## config.mk

```make
export PLATFORM = sky130hd
export DESIGN_NAME = regfile_wb_arbiter_flat
export DESIGN_NICKNAME = d
export VERILOG_FILES = /design/src/rtl/regfile_wb_arbiter_if.sv /design/src/rtl/regfile_wb_arbiter.sv /design/src/flat_wrapper.sv
export SDC_FILE = /design/constraint.sdc
export NUM_CORES = 1
export LEC_CHECK = 0
export BUFFER_PORTS_ARGS = -buffer_cell sky130_fd_sc_hd__clkbuf_2
export CORE_MARGIN = 4
export CORE_UTILIZATION = 41
export DETAILED_ROUTE_END_ITERATION = 12
export MAX_ROUTING_LAYER = met4
export PLACE_DENSITY = 0.75
export SKIP_CTS_REPAIR_TIMING = 1
export SLEW_MARGIN = 10
export SYNTH_ARGS = -nofsm -noshare
export SYNTH_HDL_FRONTEND = slang
export SYNTH_SLANG_ARGS = --single-unit
```

## constraint.sdc

```tcl
create_clock -name clk -period 2.6 [get_ports clk]
set_clock_uncertainty 0.2 [all_clocks]
set_input_delay 0.65 -clock clk [delete_from_list [all_inputs] [get_ports clk]]
set_output_delay 0.65 -clock clk [all_outputs]
set_load 0.03 [all_outputs]
```

## src/rtl/regfile_wb_arbiter_if.sv

```systemverilog
// Bus bundle between the write-back producers, issue logic and the
// register-file write port. The arbiter takes the slave side; the producers,
// issue logic and register file together form the master side.
interface regfile_wb_arbiter_if #(
  parameter int NREQ = 3,
  parameter int XLEN = 32,
  parameter int AW   = 5
);
  logic [NREQ-1:0]      req_valid;
  logic [NREQ*AW-1:0]   req_addr;
  logic [NREQ*XLEN-1:0] req_data;
  logic [NREQ-1:0]      req_ready;
  logic                 arb_hold;
  logic                 issue_valid;
  logic [AW-1:0]        issue_rd;
  logic                 rf_we;
  logic [AW-1:0]        rf_waddr;
  logic [XLEN-1:0]      rf_wdata;
  logic [(1<<AW)-1:0]   busy;

  modport master (
    output req_valid, req_addr, req_data, arb_hold, issue_valid, issue_rd,
    input  req_ready, rf_we, rf_waddr, rf_wdata, busy
  );

  modport slave (
    input  req_valid, req_addr, req_data, arb_hold, issue_valid, issue_rd,
    output req_ready, rf_we, rf_waddr, rf_wdata, busy
  );
endinterface

```

## src/rtl/regfile_wb_arbiter.sv

```systemverilog
// Round-robin write-back arbiter for the single register-file write port,
// with a registered WE3/A3/WD3 stage and a per-register busy scoreboard used
// by issue logic for read-after-write hazard detection.
module regfile_wb_arbiter #(
  parameter int NREQ = 3,
  parameter int XLEN = 32,
  parameter int AW   = 5
) (
  input  logic                 clk,
  input  logic                 rst,
  regfile_wb_arbiter_if.slave  bus
);

  localparam int PW   = $clog2(NREQ);
  localparam int NREG = 1 << AW;

  logic [PW-1:0]   ptr_q, ptr_d;
  logic            rf_we_q, rf_we_d;
  logic [AW-1:0]   rf_waddr_q, rf_waddr_d;
  logic [XLEN-1:0] rf_wdata_q, rf_wdata_d;
  logic [NREG-1:0] busy_q, busy_d;

  logic            gnt_vld;
  logic [PW-1:0]   gnt_idx;
  logic [NREQ-1:0] gnt_onehot;
  logic [AW-1:0]   gnt_addr;
  logic [XLEN-1:0] gnt_data;

  // Round-robin pick: first valid requester at or above ptr, else wrap to the
  // lowest valid one below ptr. Held off during reset and while arb_hold is set.
  always_comb begin
    gnt_vld = 1'b0;
    gnt_idx = '0;
    if (rst && !bus.arb_hold) begin
      for (int i = 0; i < NREQ; i++) begin
        if (!gnt_vld && bus.req_valid[i] && (PW'(i) >= ptr_q)) begin
          gnt_vld = 1'b1;
          gnt_idx = PW'(i);
        end
      end
      for (int i = 0; i < NREQ; i++) begin
        if (!gnt_vld && bus.req_valid[i] && (PW'(i) < ptr_q)) begin
          gnt_vld = 1'b1;
          gnt_idx = PW'(i);
        end
      end
    end
  end

  // Decode the winner into a one-hot ready and mux out its address and data.
  always_comb begin
    gnt_onehot = '0;
    gnt_addr   = '0;
    gnt_data   = '0;
    for (int i = 0; i < NREQ; i++) begin
      if (gnt_vld && (gnt_idx == PW'(i))) begin
        gnt_onehot[i] = 1'b1;
        gnt_addr      = bus.req_addr[i*AW +: AW];
        gnt_data      = bus.req_data[i*XLEN +: XLEN];
      end
    end
  end

  // A granted requester is by construction valid, so a grant is a transfer;
  // the pointer moves just past the winner and otherwise holds.
  always_comb begin
    ptr_d = ptr_q;
    if (gnt_vld) begin
      if (gnt_idx == PW'(NREQ - 1)) begin
        ptr_d = '0;
      end else begin
        ptr_d = gnt_idx + PW'(1);
      end
    end
  end

  // Write port stage: x0 transfers are accepted but never raise WE3, and the
  // address/data hold whenever no real write is launched.
  always_comb begin
    rf_we_d    = gnt_vld && (gnt_addr != '0);
    rf_waddr_d = rf_waddr_q;
    rf_wdata_d = rf_wdata_q;
    if (rf_we_d) begin
      rf_waddr_d = gnt_addr;
      rf_wdata_d = gnt_data;
    end
  end

  // Scoreboard: commit clears first so a same-cycle issue to that register
  // re-marks it busy (the newer writer is still pending); x0 is never busy.
  always_comb begin
    busy_d = busy_q;
    if (rf_we_q) begin
      busy_d[rf_waddr_q] = 1'b0;
    end
    if (bus.issue_valid && (bus.issue_rd != '0)) begin
      busy_d[bus.issue_rd] = 1'b1;
    end
    busy_d[0] = 1'b0;
  end

  // State registers with asynchronous active-low reset.
  always_ff @(posedge clk or negedge rst) begin
    if (!rst) begin
      ptr_q      <= '0;
      rf_we_q    <= 1'b0;
      rf_waddr_q <= '0;
      rf_wdata_q <= '0;
      busy_q     <= '0;
    end else begin
      ptr_q      <= ptr_d;
      rf_we_q    <= rf_we_d;
      rf_waddr_q <= rf_waddr_d;
      rf_wdata_q <= rf_wdata_d;
      busy_q     <= busy_d;
    end
  end

  assign bus.req_ready = gnt_onehot;
  assign bus.rf_we     = rf_we_q;
  assign bus.rf_waddr  = rf_waddr_q;
  assign bus.rf_wdata  = rf_wdata_q;
  assign bus.busy      = busy_q;

endmodule
```

## src/flat_wrapper.sv

```systemverilog
// flat-port wrapper written by rule: the top's interface ports become plain ports
module regfile_wb_arbiter_flat 
#(
  parameter int NREQ = 3,
  parameter int XLEN = 32,
  parameter int AW   = 5
)
  (clk, rst, bus_req_valid, bus_req_addr, bus_req_data, bus_arb_hold, bus_issue_valid, bus_issue_rd, bus_req_ready, bus_rf_we, bus_rf_waddr, bus_rf_wdata, bus_busy);
  regfile_wb_arbiter_if #(.NREQ(NREQ), .XLEN(XLEN), .AW(AW)) bus_i ();
  input  logic clk;
  input  logic rst;
  input wire logic [$bits(bus_i.req_valid)-1:0] bus_req_valid;
  input wire logic [$bits(bus_i.req_addr)-1:0] bus_req_addr;
  input wire logic [$bits(bus_i.req_data)-1:0] bus_req_data;
  input wire logic [$bits(bus_i.arb_hold)-1:0] bus_arb_hold;
  input wire logic [$bits(bus_i.issue_valid)-1:0] bus_issue_valid;
  input wire logic [$bits(bus_i.issue_rd)-1:0] bus_issue_rd;
  output wire logic [$bits(bus_i.req_ready)-1:0] bus_req_ready;
  output wire logic [$bits(bus_i.rf_we)-1:0] bus_rf_we;
  output wire logic [$bits(bus_i.rf_waddr)-1:0] bus_rf_waddr;
  output wire logic [$bits(bus_i.rf_wdata)-1:0] bus_rf_wdata;
  output wire logic [$bits(bus_i.busy)-1:0] bus_busy;
  assign bus_i.req_valid = bus_req_valid;
  assign bus_i.req_addr = bus_req_addr;
  assign bus_i.req_data = bus_req_data;
  assign bus_i.arb_hold = bus_arb_hold;
  assign bus_i.issue_valid = bus_issue_valid;
  assign bus_i.issue_rd = bus_issue_rd;
  assign bus_req_ready = bus_i.req_ready;
  assign bus_rf_we = bus_i.rf_we;
  assign bus_rf_waddr = bus_i.rf_waddr;
  assign bus_rf_wdata = bus_i.rf_wdata;
  assign bus_busy = bus_i.busy;
  regfile_wb_arbiter #(.NREQ(NREQ), .XLEN(XLEN), .AW(AW)) u_core (.clk(clk), .rst(rst), .bus(bus_i));
endmodule
```

* After elaboration in Yosys (flattened, before gate mapping)
Cells that the tools add are included.
Storage, ports and cells: input port bits 123, register bits after elaboration 71, word-level logic and storage cells 83, output and inout port bits 73
Cells by class: $lt $le $gt $ge 10, bitwise operators 3, add/subtract/negate cells 1, reduce and logical (&&, ||, !) cells 28, equal/unequal tests 2, mux-type cells 34
Operators with widths (number):
- 2-to-1 mux 32 bit | 5
- bitwise AND 32 bit | 1
- NOT 32 bit | 1
- OR 32 bit | 1
- logical AND 1 bit | 19
- 2-to-1 mux 1 bit | 18
- 2-to-1 mux 5 bit | 3
- < comparator 5 x 6 -> 1 bit (second input constant) | 2
- 2-to-1 mux 2 bit | 6
- demux 1 bit (select 5 bit) | 2
- greater-or-equal comparator 5 x 1 -> 1 bit (second input constant) | 2
- nonzero test 5 bit | 2
- logical NOT 1 bit | 6
- greater-or-equal comparator 1 x 2 -> 1 bit (first input constant) | 2
- < comparator 1 x 2 -> 1 bit (first input constant) | 2
- adder 2 x 1 -> 2 bit (second input constant) | 1
- equality test 2 x 1 -> 1 bit (second input constant) | 1
- equality test 2 bit (second input constant) | 1
- greater-or-equal comparator 2 bit (first input constant) | 1
- logical NOT 2 bit | 1
- < comparator 2 bit (first input constant) | 1

* Depth between registers and ports, before layout
Gate-level depths: netlist (run 1).
depth in word-level cells 36, depth in mapped cells 9, mapped depth without buffers 6

* Least setup slack after synthesis (run 1)
OpenSTA, ideal clock, no wires.
path type in2out, start input port bus_req_valid[1], end output port bus_req_ready[0], arrival time 2210 ps, required time 1750 ps, buffers on the path 2, path slack -460 ps, cell stages on the path 6, cells stage by stage nor3b_2 o311ai_2 buf_2 inv_2 clkbuf_1 nor2_1
On the way: longest elaborated chain between the ends 27, elaborated cells between the ends (all ways) 33, classes of those cells mux: 17; reduce/logical: 16
RTL lines:
- from (decl) | line flat_wrapper.sv:12 | input wire logic [$bits(bus_i.req_valid)-1:0] bus_req_valid;
- logical AND 1 bit (2 in a row) | line regfile_wb_arbiter.sv:36 | if (!gnt_vld && bus.req_valid[i] && (PW'(i) >= ptr_q)) begin
- 2-to-1 mux 1 bit | line regfile_wb_arbiter.sv:36
- 2-to-1 mux 1 bit | line regfile_wb_arbiter.sv:34 | if (rst && !bus.arb_hold) begin
- logical NOT 1 bit | line regfile_wb_arbiter.sv:36
- logical AND 1 bit (2 in a row) | line regfile_wb_arbiter.sv:36
- 2-to-1 mux 1 bit | line regfile_wb_arbiter.sv:36
- 2-to-1 mux 1 bit | line regfile_wb_arbiter.sv:34
- logical NOT 1 bit | line regfile_wb_arbiter.sv:42 | if (!gnt_vld && bus.req_valid[i] && (PW'(i) < ptr_q)) begin
- [... 8 more ...]
- 2-to-1 mux 1 bit | line regfile_wb_arbiter.sv:34
- logical NOT 1 bit | line regfile_wb_arbiter.sv:42
- logical AND 1 bit (2 in a row) | line regfile_wb_arbiter.sv:42
- 2-to-1 mux 2 bit | line regfile_wb_arbiter.sv:42
- 2-to-1 mux 2 bit | line regfile_wb_arbiter.sv:34
- logical NOT 2 bit | line regfile_wb_arbiter.sv:56 | if (gnt_vld && (gnt_idx == PW'(i))) begin
- logical AND 1 bit (*) | line regfile_wb_arbiter.sv:56
- 2-to-1 mux 1 bit (*) | line regfile_wb_arbiter.sv:56
- to (decl) | line flat_wrapper.sv:18 | output wire logic [$bits(bus_i.req_ready)-1:0] bus_req_ready;
Mark *: on every way between the ends. The rest lies on a longest branch, timed or not. The select of a mux whose other input is x is not followed.

* Worst setup path after layout (run 1)
start register u_core.ptr_q[0], end output port bus_req_ready[0]
On the way: longest elaborated chain between the ends 32, elaborated cells between the ends (all ways) 43, classes of those cells order compare: 6; mux: 19; reduce/logical: 18
RTL lines:
- from (decl) | line regfile_wb_arbiter.sv:17 | logic [PW-1:0] ptr_q, ptr_d;
- from (signal assigned) | line regfile_wb_arbiter.sv:111 | ptr_q <= ptr_d;
- greater-or-equal comparator 1 x 2 -> 1 bit | line regfile_wb_arbiter.sv:36
- logical AND 1 bit | line regfile_wb_arbiter.sv:36
- 2-to-1 mux 1 bit | line regfile_wb_arbiter.sv:36
- 2-to-1 mux 1 bit | line regfile_wb_arbiter.sv:34
- logical NOT 1 bit | line regfile_wb_arbiter.sv:36
- logical AND 1 bit (2 in a row) | line regfile_wb_arbiter.sv:36
- 2-to-1 mux 1 bit | line regfile_wb_arbiter.sv:36
- 2-to-1 mux 1 bit | line regfile_wb_arbiter.sv:34
- [... 14 more ...]
- 2-to-1 mux 1 bit | line regfile_wb_arbiter.sv:34
- logical NOT 1 bit | line regfile_wb_arbiter.sv:42
- logical AND 1 bit (2 in a row) | line regfile_wb_arbiter.sv:42
- 2-to-1 mux 2 bit | line regfile_wb_arbiter.sv:42
- 2-to-1 mux 2 bit | line regfile_wb_arbiter.sv:34
- logical NOT 2 bit | line regfile_wb_arbiter.sv:56
- logical AND 1 bit (*) | line regfile_wb_arbiter.sv:56
- 2-to-1 mux 1 bit (*) | line regfile_wb_arbiter.sv:56
Marked as above.

==> impl.org, run 1 <==
** Die
- The die is a little over 100 µm tall.
- Row Count :: 34
- Once the floorplan was initialized, standard cells occupied 42.0% of the core.
- For this design the top-level I/O count stands at 196.
- The die covers around 0.010 mm².
- The floorplan step set the die width to 102 µm.
- In this run the standard cell core region covers between 0.008 and 0.009 mm².

** Synth
- The largest total area in the synthesized netlist belongs to sky130_fd_sc_hd__dfrtp_1.
- Synthesis inferred 71 register bits.
- Primary FF master, synth :: sky130_fd_sc_hd__dfrtp_1
- After synthesis, the largest area contributor takes up 48.8% of total cell area.
- Netlist Area Pre-Place :: 0.00364 mm²
- After synthesis, the netlist uses 37 different library cells.
- Leading post-synthesis cells by cell area :: sky130_fd_sc_hd__dfrtp_1 49%, sky130_fd_sc_hd__o21ai_0 9.5%, sky130_fd_sc_hd__nor2_1 8.1%
- In the synthesized netlist, the number of instances is 377.
- Total of warnings raised by yosys :: 0
- Counting flops with a built-in enable in the synthesized netlist gives 0.
- The number of nets in the synthesized netlist is 500.
- After synthesis, the share of flip-flops with an asynchronous set or reset is 100%.
- Average instance area after synthesis :: 9.66 µm²
- Sequential element share of the synthesized area :: about half

** Worst setup path
- In this design, the critical path's most frequently occurring cell is sky130_fd_sc_hd__buf_6.
- CP arrival :: 1.75 ns
- Logic depth of the worst path, buffers included :: 6
- Crit. End Element :: primary output
- Crit Path Category :: flip-flop to primary output
- R2R cell count :: 9
- Critical-path top delay cell :: sky130_fd_sc_hd__dfrtp_2
- Worst path max stage delay :: 0.45 ns
- Among cell families on the critical path, the largest total delay comes from flip-flops.
- Setup slack on the worst reg-to-reg path comes out at roughly 0.090 ns.
- The critical path contains buffers and inverters numbering 3 combined.
- At the worst endpoint, the required time is 1.75 ns.
- In this run the worst path has a maximum fanout of 7.
- Crit-path cells :: nor3b_4 -> o311ai_4 -> buf_6 -> inv_8 -> nor2_4 -> buf_6
- The worst setup path is launched from a flip-flop.

** Hold path
- The path class of the tightest hold or removal check is flip-flop to flip-flop.
- Along the worst hold path, the cell count comes to 1.

** STA
- Setup violations remaining at the end of the flow were counted as 0.
- Share of the cycle needed by the critical path after routing :: 100%
- In this run the tightest slew margin relative to its limit is 42.4%.
- Setup slack closes at between 0.00015 and 0.0002 ns.
- The number of failing hold endpoints at the final stage is 0.
- Shortest clock period the worst path allows after layout :: roughly 2.6 ns
- At the pin with the least slew margin, the transition time is 0.864 ns.
- Across all hold checks on the routed design, the worst slack comes to 0.294 ns.
- FMAX :: 0.385 GHz
- The final-report max-slew violation count is 0.
- Setup repair after global routing could not meet its margin everywhere.

** Global route
- After global routing the overflow that remains totals 0.
- Global-route wire length before repair :: 17.2 mm
- Maximum number of pins on one net before global-route repair :: 72
- Number of antenna violations at the first check in global routing :: 0
- The number of global-route vias before repair came to 3535.
- Global router's overall resource usage :: 21.9%

** Clock tree
- After clock tree synthesis, the clock-pin slew on the worst setup and hold paths is 0.07 ns.
- CTS saw 71 sinks.
- The longest clock path from root to sink contains 2 buffers.
- TritonCTS built the clock tree.
- In this run, CTS created clock tree buffers numbering 9.
- The tree is rooted in a sky130_fd_sc_hd__clkbuf_8.
- Maximum level of the CTS H-tree :: 3
- Clock latency on the worst-skew pair :: 0.34 ns

** Pwr
- The worst-case IR drop observed on VDD is approximately 680 µV.
- For this design the ratio of total power to cell area is 963 mW/mm².
- Summed over all cells, the static leakage comes to 0.00268 µW.

** Placed design
- Once placement finished, the instance area stood at 0.00487 mm².
- Port buffering added a little under 200 buffers.
- Before CTS, the worst setup slack after placement is -0.223 ns.
- Final estimated routing congestion in global placement :: between 0.8 and 0.9
- Half-perimeter wire length after detailed placement :: 8.98 mm

** Drt
- The first TritonRoute pass finished after 4 iterations.
- Ratio of routed vias to standard cells :: around 5.4
- After detailed routing, the number of remaining DRC violations is 0.
- The final route contains 3806 vias.
- The detailed router finished its first iteration with 169 violations.
- Dividing the detail-routed wire length by the instance count gives 17.4 µm.
- Number of nets with antenna violations after routing :: 0
- After detailed routing, the total wire length is 12.2 mm.

** Cells and area
- The library cell used most frequently in the layout, excluding fill and tap cells, is sky130_fd_sc_hd__clkbuf_2.
- In the layout the commonest cells are 190 x sky130_fd_sc_hd__clkbuf_2, 77 x sky130_fd_sc_hd__nor2_1, 69 x sky130_fd_sc_hd__dfrtp_1.
- The repair_antennas step left the layout with diodes totalling 0.
- Compared with the post-synthesis result, the final layout area differs by 47.3%.
- Net count reported at finish :: ~720
- Of the cells placed in the final design, the portion with a size suffix greater than 1 is 47.4%.
- The finished cells cover roughly 0.0054 mm².

** Job
- Maxcap violations :: 0

** Status
- Result of the run :: finished clean
==> per-layer routing <==
| metal | up-vias | part of all wire, % | GRT usage, % |
|---|---|---|---|
| met5 | - | 0 | - |
| met4 | 0 | 2.6 | 9.08 |
| met3 | 28 | 10 | 6.01 |
| met2 | 171 | 49 | 35.6 |
| met1 | 1796 | 38 | 25.7 |
| li1 | 1811 | - | - |
==> registers in the layout (all words and copies together), names as in the netlist <==
name and count:
u_core.bus.busy 31, u_core.bus.rf_waddr 5, u_core.bus.rf_wdata 32, u_core.bus.rf_we 1
u_core.ptr_q 2
==> path summary, 6_finish.rpt <==
check                                           to              startpoint
min                         u_core.bus.rf_wdata[9]  u_core.bus.rf_wdata[9]
max                               bus_req_ready[0]         u_core.ptr_q[0]
max reg2reg                u_core.bus.rf_wdata[11]         u_core.ptr_q[0]
max in group asynchronous          u_core.ptr_q[1]                     rst
min in group asynchronous          u_core.ptr_q[0]                     rst
min reg2reg                 u_core.bus.rf_wdata[9]  u_core.bus.rf_wdata[9]
==> cell usage after synthesis, types with 2 or more instances <==
library cell and number:
sky130_fd_sc_hd__a21o_1 4, sky130_fd_sc_hd__a21oi_1 12, sky130_fd_sc_hd__a221oi_1 32, sky130_fd_sc_hd__buf_2 2
sky130_fd_sc_hd__buf_4 4, sky130_fd_sc_hd__clkbuf_1 16, sky130_fd_sc_hd__dfrtp_1 71, sky130_fd_sc_hd__inv_1 3
sky130_fd_sc_hd__mux2_1 25, sky130_fd_sc_hd__mux2_2 7, sky130_fd_sc_hd__nand2_1 8, sky130_fd_sc_hd__nand3_1 4
sky130_fd_sc_hd__nand3b_1 10, sky130_fd_sc_hd__nor2_1 79, sky130_fd_sc_hd__nor2b_1 2, sky130_fd_sc_hd__o21ai_0 69
sky130_fd_sc_hd__o2bb2ai_1 4, sky130_fd_sc_hd__or3_1 2, sky130_fd_sc_hd__or3b_2 5
==> report_power, final <==
part / total [µW] / switching, µW / internal [µW]
logic: 2320 / 1490 / 825
clock network: 1070 / 408 / 660
registers: 1780 / 290 / 1490
total: 5170 / 2190 / 2980
==> logic make-up (layout without fill, tap and decap cells) <==
family                 count (synthesis)  in the layout  share of synthesized area [%]
AO/OA/AOI/OAI                        130            130                           23.0
buffers and inverters                 27            247                           3.26
flip-flops                            71             71                           48.8
multiplexers                          32             32                           9.89
other                                  1              1                          0.103
AND/OR/NAND/NOR                      116            116                           14.9
==> worst reg2reg max path: stages (launching register included) <==
cell,delay (ns)
sky130_fd_sc_hd__dfrtp_2,0.45
sky130_fd_sc_hd__nor3b_4,0.18
sky130_fd_sc_hd__o311ai_4,0.35
sky130_fd_sc_hd__buf_4,0.19
sky130_fd_sc_hd__o21ai_1,0.07
sky130_fd_sc_hd__a41oi_2,0.28
sky130_fd_sc_hd__nor3_4,0.07
sky130_fd_sc_hd__buf_6,0.14
sky130_fd_sc_hd__clkbuf_16,0.17
sky130_fd_sc_hd__mux2_4,0.30
==> cell type report <==
cell class | instances | area, µm²
clock buffer | 10 | 138
clock inverter | 5 | 106
fill | 737 | 3310
inverter | 4 | 22.5
multi-input combinational | 279 | 1850
sequential | 71 | 1780
tap | 108 | 135
timing repair buffer | 228 | 1330
==> through the flow <==
step,cells,util [%],total power (µW),TNS [ns]
floorplan,377,-,3110,-0.681
global placement,678,56.2,3880,-3.87
detailed placement,678,56.2,3930,-6.79
CTS,693,59.0,5010,-0.325
global route,705,61.8,5450,-0.0633
finish,705,61.8,5170,0
No activity file was read; power rests on OpenSTA's default activity.
==> inputs of run 2 (changes only) <==
--- a/config.mk
+++ b/config.mk
@@ -11,6 +11,7 @@
 export DETAILED_ROUTE_END_ITERATION = 12
 export MAX_ROUTING_LAYER = met4
 export PLACE_DENSITY = 0.75
+export RECOVER_POWER = 25
 export SKIP_CTS_REPAIR_TIMING = 1
 export SLEW_MARGIN = 10
 export SYNTH_ARGS = -nofsm -noshare
==> run 2 against run 1 <==
Against the previous run: core utilization barely moved; worst setup slack is essentially flat; critical path type unchanged; wire length is essentially flat; final cell count unchanged; sequential share of layout area about the same; largest power group unchanged; flip-flop and latch count unchanged; the flow now finishes with violations (capacitance limit, slew limit); global-route usage stayed put; count of clock-buffer cells in the layout unchanged; clock power hardly changed.
==> impl.org, run 2 (synthesis results as in run 1) <==
** Status
- Result of the run :: complete, but fails checks
- Failing checks :: capacitance limit, slew limit

** Worst setup path
- Crit. End Element :: primary output
- The worst register-to-register path ends at u_core.bus.rf_wdata[11].
- In this run the worst setup path begins at u_core.ptr_q[0].
- Crit path max fanout :: 7
- The critical path is of the flip-flop to primary output type.
- Required arrival time at the worst endpoint :: 1.75 ns
- CP arrival :: 1.75 ns
- Startpoint class of the critical path :: flip-flop
- In this run the critical register-to-register path is launched from u_core.ptr_q[0].
- Worst setup slack for register-to-register paths :: 0.09 ns
- Worst setup path endpoint :: bus_req_ready[0]
- R2R cell count :: 9

** STA
- Timing would allow up to approximately 0.38 GHz.
- Shortest clock period the worst path allows after layout :: between 2 and 3 ns
- Worst hold slack :: 0.294 ns
- Slew of the pin with the lowest slew margin :: 1.69 ns
- Headroom to the max-slew limit :: -12.6%
- Setup total negative slack on the finished layout was measured at 0 ns.
- Dividing the final minimum period by the clock period gives 100%.
- Setup repair after global routing could not meet its margin everywhere.
- The final-report max-slew violation count is 72.
- Setup violations remaining at the end of the flow were counted as 0.
- The number of failing hold endpoints at the final stage is 0.

** Placed design
- Half-perimeter wire length after detailed placement :: approximately 9 mm
- Quantity of I/O buffers inserted on ports :: 194
- The congestion estimate from routability-driven global placement came to 0.892.
- Cell Count Post-Placement :: 678
- In this run the cell area measured after placement is 0.00487 mm².

** Clock tree
- Clock slew seen by the registers of the worst setup and hold paths :: about 0.070 ns
- CTS root buf :: sky130_fd_sc_hd__clkbuf_8
- Maximum level of the CTS H-tree :: 3
- In this run, CTS created clock tree buffers numbering 9.
- TritonCTS built the clock tree.
- Clock tree buffer depth :: 2
- At the later pin of the worst-skew pair, clock insertion delay measures 0.34 ns.
- Total number of clock tree sinks :: roughly 70

** Die
- Row Count :: 34
- The initial utilization of the core area, before any placement, comes to 42.0%.
- In this run the horizontal extent of the chip is 102 µm.
- Area inside the core boundary :: 0.00868 mm²
- Boundary pin count :: 196
- The die covers 0.0105 mm².
- Die Span Y :: 102 µm

** Cells and area
- Excluding fillers, the count of instances in the completed layout stands at 705.
- The finished cells cover around 0.0054 mm².
- Leaving out fill and tap cells, the most frequent cells in the layout are 191 x sky130_fd_sc_hd__clkbuf_2, 77 x sky130_fd_sc_hd__nor2_1, 69 x sky130_fd_sc_hd__dfrtp_1.
- Number of antenna cells inserted :: 0
- Net count reported at finish :: just over 700
- Signed area change from the synthesized netlist to the final layout :: 47.2%
- Fraction of layout cells with a size suffix above 1 :: 47.4%
- The library cell used most frequently in the layout, excluding fill and tap cells, is sky130_fd_sc_hd__clkbuf_2.
- The register with the most flip-flops in the layout has 32 of them.

** Global route
- Global-route wire length before repair :: 17.2 mm
- The number of global-route vias before repair is 3535.
- Sum of overflow across all layers after global routing :: 0
- Number of antenna violations at the first check in global routing :: 0
- Maximum number of pins on one net before global-route repair :: 72
- In the global route stage, overall resource usage came out at 21.9%.

** Drt
- Ratio of routed vias to standard cells :: 5.40
- The first TritonRoute pass finished after 4 iterations.
- Initial drt markers :: 169
- The final layout contains routed wiring with a total length of about 12 mm.
- Avg WL per Cell :: 17.4 µm
- The count of nets left with antenna violations once routing finished came out at 0.
- DRC Markers :: 0
- Via count :: 3806

** Pwr
- Largest vdd supply drop :: 682 µV
- Leak pwr :: 0.00268 µW
- In this run the power density over the cells is 964 mW/mm².

** Hold path
- Along the worst hold path, the cell count comes to 1.
- The path class of the tightest hold or removal check is flip-flop to flip-flop.

** Job
- Maxcap violations :: 1
## run 2: worst max-delay path, stage by stage (launching register included)
cell and delay [ns]:
sky130_fd_sc_hd__dfrtp_2 0.45, sky130_fd_sc_hd__nor3b_4 0.17, sky130_fd_sc_hd__o311ai_4 0.35, sky130_fd_sc_hd__buf_6 0.18
sky130_fd_sc_hd__inv_8 0.05, sky130_fd_sc_hd__nor2_4 0.08, sky130_fd_sc_hd__buf_6 0.13
## run 2: routing by layer
metal	wire length, µm	global-route usage (%)	part of all wire [%]
met5	0	-	0
met2	5970	35.6	49
met1	4710	25.7	38
met3	1240	6.01	10
met4	314	9.08	2.6
## run 2: worst min-delay path by stage
stage | start | endpoint | slack [ns]
after global routing | u_core.bus.rf_wdata[20] | u_core.bus.rf_wdata[20] | 0.32
after global placement | u_core.bus.rf_wdata[19] | u_core.bus.rf_wdata[19] | 0.27
after CTS | u_core.bus.rf_wdata[19] | u_core.bus.rf_wdata[19] | 0.30
final | u_core.bus.rf_wdata[9] | u_core.bus.rf_wdata[9] | 0.29
after floorplan | rst | u_core.bus.busy[10] | 0.15
after detailed placement | u_core.bus.rf_wdata[9] | u_core.bus.rf_wdata[9] | 0.28
## run 2: where the power goes
part	total [µW]	internal (µW)	switching, µW
clock network	1070	660	408
logic	2320	825	1490
registers	1780	1490	290
total	5170	2980	2190
## run 2: cell type report
cell class / instances / area (µm²)
fillers: 738 / 3320
well taps: 108 / 135
repair buffers: 228 / 1330
multi-input cells: 279 / 1850
clock inverters: 5 / 106
inverters: 4 / 22.5
clock buffers: 10 / 138
flip-flops and latches: 71 / 1780
## run 2: metrics by stage
stage	util [%]	total power [µW]	setup slack, ns
floorplan	-	3110	-0.0493
global placement	56.2	3880	-0.132
detailed placement	56.2	3930	-0.223
CTS	59.0	5010	-0.168
global route	61.8	5450	-0.0577
finish	61.8	5170	0.000660
==> inputs of run 3 (changes only) <==
--- a/config.mk
+++ b/config.mk
@@ -6,11 +6,12 @@
 export NUM_CORES = 1
 export LEC_CHECK = 0
 export BUFFER_PORTS_ARGS = -buffer_cell sky130_fd_sc_hd__clkbuf_2
+export CAP_MARGIN = 20
 export CORE_MARGIN = 4
-export CORE_UTILIZATION = 41
+export CORE_UTILIZATION = 49
 export DETAILED_ROUTE_END_ITERATION = 12
 export MAX_ROUTING_LAYER = met4
-export PLACE_DENSITY = 0.75
+export PLACE_DENSITY = 0.85
 export RECOVER_POWER = 25
 export SKIP_CTS_REPAIR_TIMING = 1
 export SLEW_MARGIN = 10
==> constraint.sdc (replaced) <==
create_clock -name clk -period 3.35 [get_ports clk]
set_clock_uncertainty 0.2 [all_clocks]
set_input_delay 0.8375 -clock clk [delete_from_list [all_inputs] [get_ports clk]]
set_output_delay 0.8375 -clock clk [all_outputs]
set_load 0.03 [all_outputs]
==> run 3 against run 2 <==
Against the previous run: the flow still finishes with violations (capacitance limit, slew limit); sequential power decreased by 22%; wire length decreased by 1.3%; global-route usage increased by 6.0 points; combinational power decreased by 30%; worst setup slack improved by 0.24 ns; highest routed layer unchanged.
==> impl.org, run 3 (synthesis results as in run 1) <==
** Cells and area
- Once layout is done, the placed cells without fillers occupy 0.00496 mm².
- Fillers :: 566
- Multi-input gate area :: 0.00177 mm²
- Summing all flip-flop and latch instances after layout gives roughly 0.0018 mm².
- At the end of the flow, the number of nets in the layout was 694.
- Signed area change from the synthesized netlist to the final layout :: 36.2%
- Most common library cell in the layout ignoring fill and taps :: sky130_fd_sc_hd__clkbuf_2
- The repair_antennas step left the layout with diodes totalling 0.
- Flip-flop count of the largest register, all copies and words added :: 32
- In the layout the commonest cells are 194 x sky130_fd_sc_hd__clkbuf_2, 78 x sky130_fd_sc_hd__nor2_1, 71 x sky130_fd_sc_hd__dfrtp_1.
- In the final layout, the share of cells above drive strength 1 is 42.0%.

** Clock tree
- TritonCTS clock tree :: built
- Inserted Clock Buffers :: 9
- Clock latency on the worst-skew pair :: between 0.3 and 0.4 ns
- CTS built an H-tree with a depth of 3.
- Clock tree buffer depth :: 2
- Total number of clock tree sinks :: 71
- The tree is rooted in a sky130_fd_sc_hd__clkbuf_8.
- Clock-pin slew was measured on the worst setup and hold paths at roughly 0.08 ns.

** Drt
- Overall routed net length :: 12.1 mm
- Initial drt markers :: between 200 and 300
- Number of nets with antenna violations after routing :: 0
- In the final routed layout, each cell accounts on average for roughly 18 µm.
- After detailed routing, the number of remaining DRC violations is 0.
- After detailed routing, the number of vias per cell comes to 5.69.
- Number of search-and-repair iterations in the first detailed-routing pass :: 5
- Via count :: 3841

** Pwr
- IR analysis of the VDD net gives a maximum drop of 501 µV.
- Power density of the placed cells :: 751 mW/mm²
- Leak pwr :: 0.00248 µW

** Global route
- In the global route stage, met1 resource usage came out at 33.7%.
- Number of antenna violations at the first check in global routing :: 0
- Global routing consumed, on the met2 layer, 45.7% of the routing resources.
- In the global route stage, overall resource usage came out at between 20% and 30%.
- Global-route wire length before repair :: 18.7 mm
- Sum of overflow across all layers after global routing :: 0
- Met3 Track Usage GR :: 4.73%
- Entering global routing, the biggest net connects between 60 and 70 pins.
- The number of global-route vias before repair was 3833.
- Busiest layer in global routing :: met2

** STA
- Number of max-slew violations in the final report :: approximately 70
- Shortest clock period the worst path allows after layout :: 3.10 ns
- Share of the cycle needed by the critical path after routing :: 92.7%
- For this run, the top clock speed supported by timing is 0.322 GHz.
- The number of failing hold endpoints at the final stage is 0.
- Setup repair after global routing left no endpoint under its margin.
- At the pin with the least slew margin, the transition time is ~1.6 ns.
- Headroom to the max-slew limit :: -9.17%
- Setup violations remaining at the end of the flow were counted as 0.
- After routing, the total negative slack on setup checks comes to 0 ns.

** Worst setup path
- Grouping stages by cell kind, the critical path spends the most delay in compound AO/OA/AOI/OAI gates.
- Critical-path top delay cell :: sky130_fd_sc_hd__o311ai_4
- The worst setup path is launched from a primary input.
- Reg-to-Reg Start :: u_core.ptr_q[1]
- Crit path max fanout :: 11
- CP arrival :: just over 2 ns
- Crit-path cells :: clkbuf_2 -> nor3b_2 -> o311ai_4 -> inv_2 -> nor2_2 -> clkbuf_2
- Worst path max stage delay :: 0.52 ns
- Crit Path Category :: primary input to primary output
- In this design, the critical path's most frequently occurring cell is sky130_fd_sc_hd__clkbuf_2.
- Crit path buf inv count :: 3
- Crit. End Element :: primary output
- Required arrival time at the worst endpoint :: ~2.3 ns
- Setup crit start :: bus_req_valid[1]

** Die
- Boundary pin count :: 196
- Horizontal die dimension :: between 90 and 100 µm
- The total area inside the core boundary comes to 0.00725 mm².
- Row generation in the floorplan step produced 31 rows.
- The die covers roughly 0.009 mm².
- The die is 94.2 µm tall.
- Initial Utilization :: between 50% and 60%

** Placed design
- Once detailed placement completed, the half-perimeter wirelength came to 9.21 mm.
- Final estimated routing congestion in global placement :: 0.935
- After detailed placement, the total cell area comes to 0.00476 mm².
- Quantity of I/O buffers inserted on ports :: 194

** Status
- The run finished, with violations left.
- Failing checks :: capacitance limit, slew limit

** Hold path
- In this run the worst hold path is classified as primary input to asynchronous set/reset pin.

** Job
- The tool flagged a number of max-cap violations equal to 1.
==> run 3: final cells by class <==
cell class	count	share of cell area (%)
sequential	71	35.8
multi-input combinational	279	35.6
timing repair buffer	206	21.6
clock buffer	10	2.77
tap	99	2.50
clock inverter	6	1.36
inverter	4	0.303
==> run 3: per-layer routing <==
metal | up-vias | share of wire, %
met5 | - | 0
met2 | 241 | 49
met3 | 34 | 10
met4 | 0 | 3.3
met1 | 1794 | 38
li1 | 1772 | -
==> run 3: final timing paths <==
path	end	slack [ns]	cells after the start
max	bus_req_ready[0]	0.25	6
min	u_core.ptr_q[1]	0.09	1
max reg2reg	u_core.bus.rf_wdata[1]	0.60	7
min reg2reg	u_core.bus.rf_wdata[17]	0.29	1
max in group asynchronous	u_core.ptr_q[0]	1.11	2
min in group clk	u_core.bus.rf_wdata[17]	0.29	1
==> run 3: worst reg2reg max path: cells and delay by family (launching register included) <==
| family | cells | cell delay (ns) |
|---|---|---|
| AND/OR/NAND/NOR | 2 | 0.46 |
| flip-flops | 1 | 0.49 |
| AO/OA/AOI/OAI | 2 | 0.62 |
| buffers and inverters | 2 | 0.48 |
| multiplexers | 1 | 0.37 |
==> run 3: per-stage QoR <==
step / utilization, % / cells / setup slack, ns / hold slack, ns / total power [µW]
after global placement: 65.6 / 659 / 0.337 / 0.274 / 2980
after detailed placement: 65.6 / 659 / 0.258 / 0.281 / 3030
after floorplan: - / 377 / 0.0332 / 0.342 / 2410
final: 68.4 / 675 / 0.246 / 0.0880 / 3730
after global routing: 68.4 / 675 / 0.144 / 0.0754 / 3920
after CTS: 68.4 / 675 / 0.269 / 0.0732 / 3740
==> run 3: power breakdown <==
group / switching (µW) / total [µW] / leakage [µW] / internal, µW
Combinational: 1110 / 1630 / 0.00154 / 516
Clock: 337 / 704 / 0.0000989 / 367
Sequential: 235 / 1390 / 0.000843 / 1160
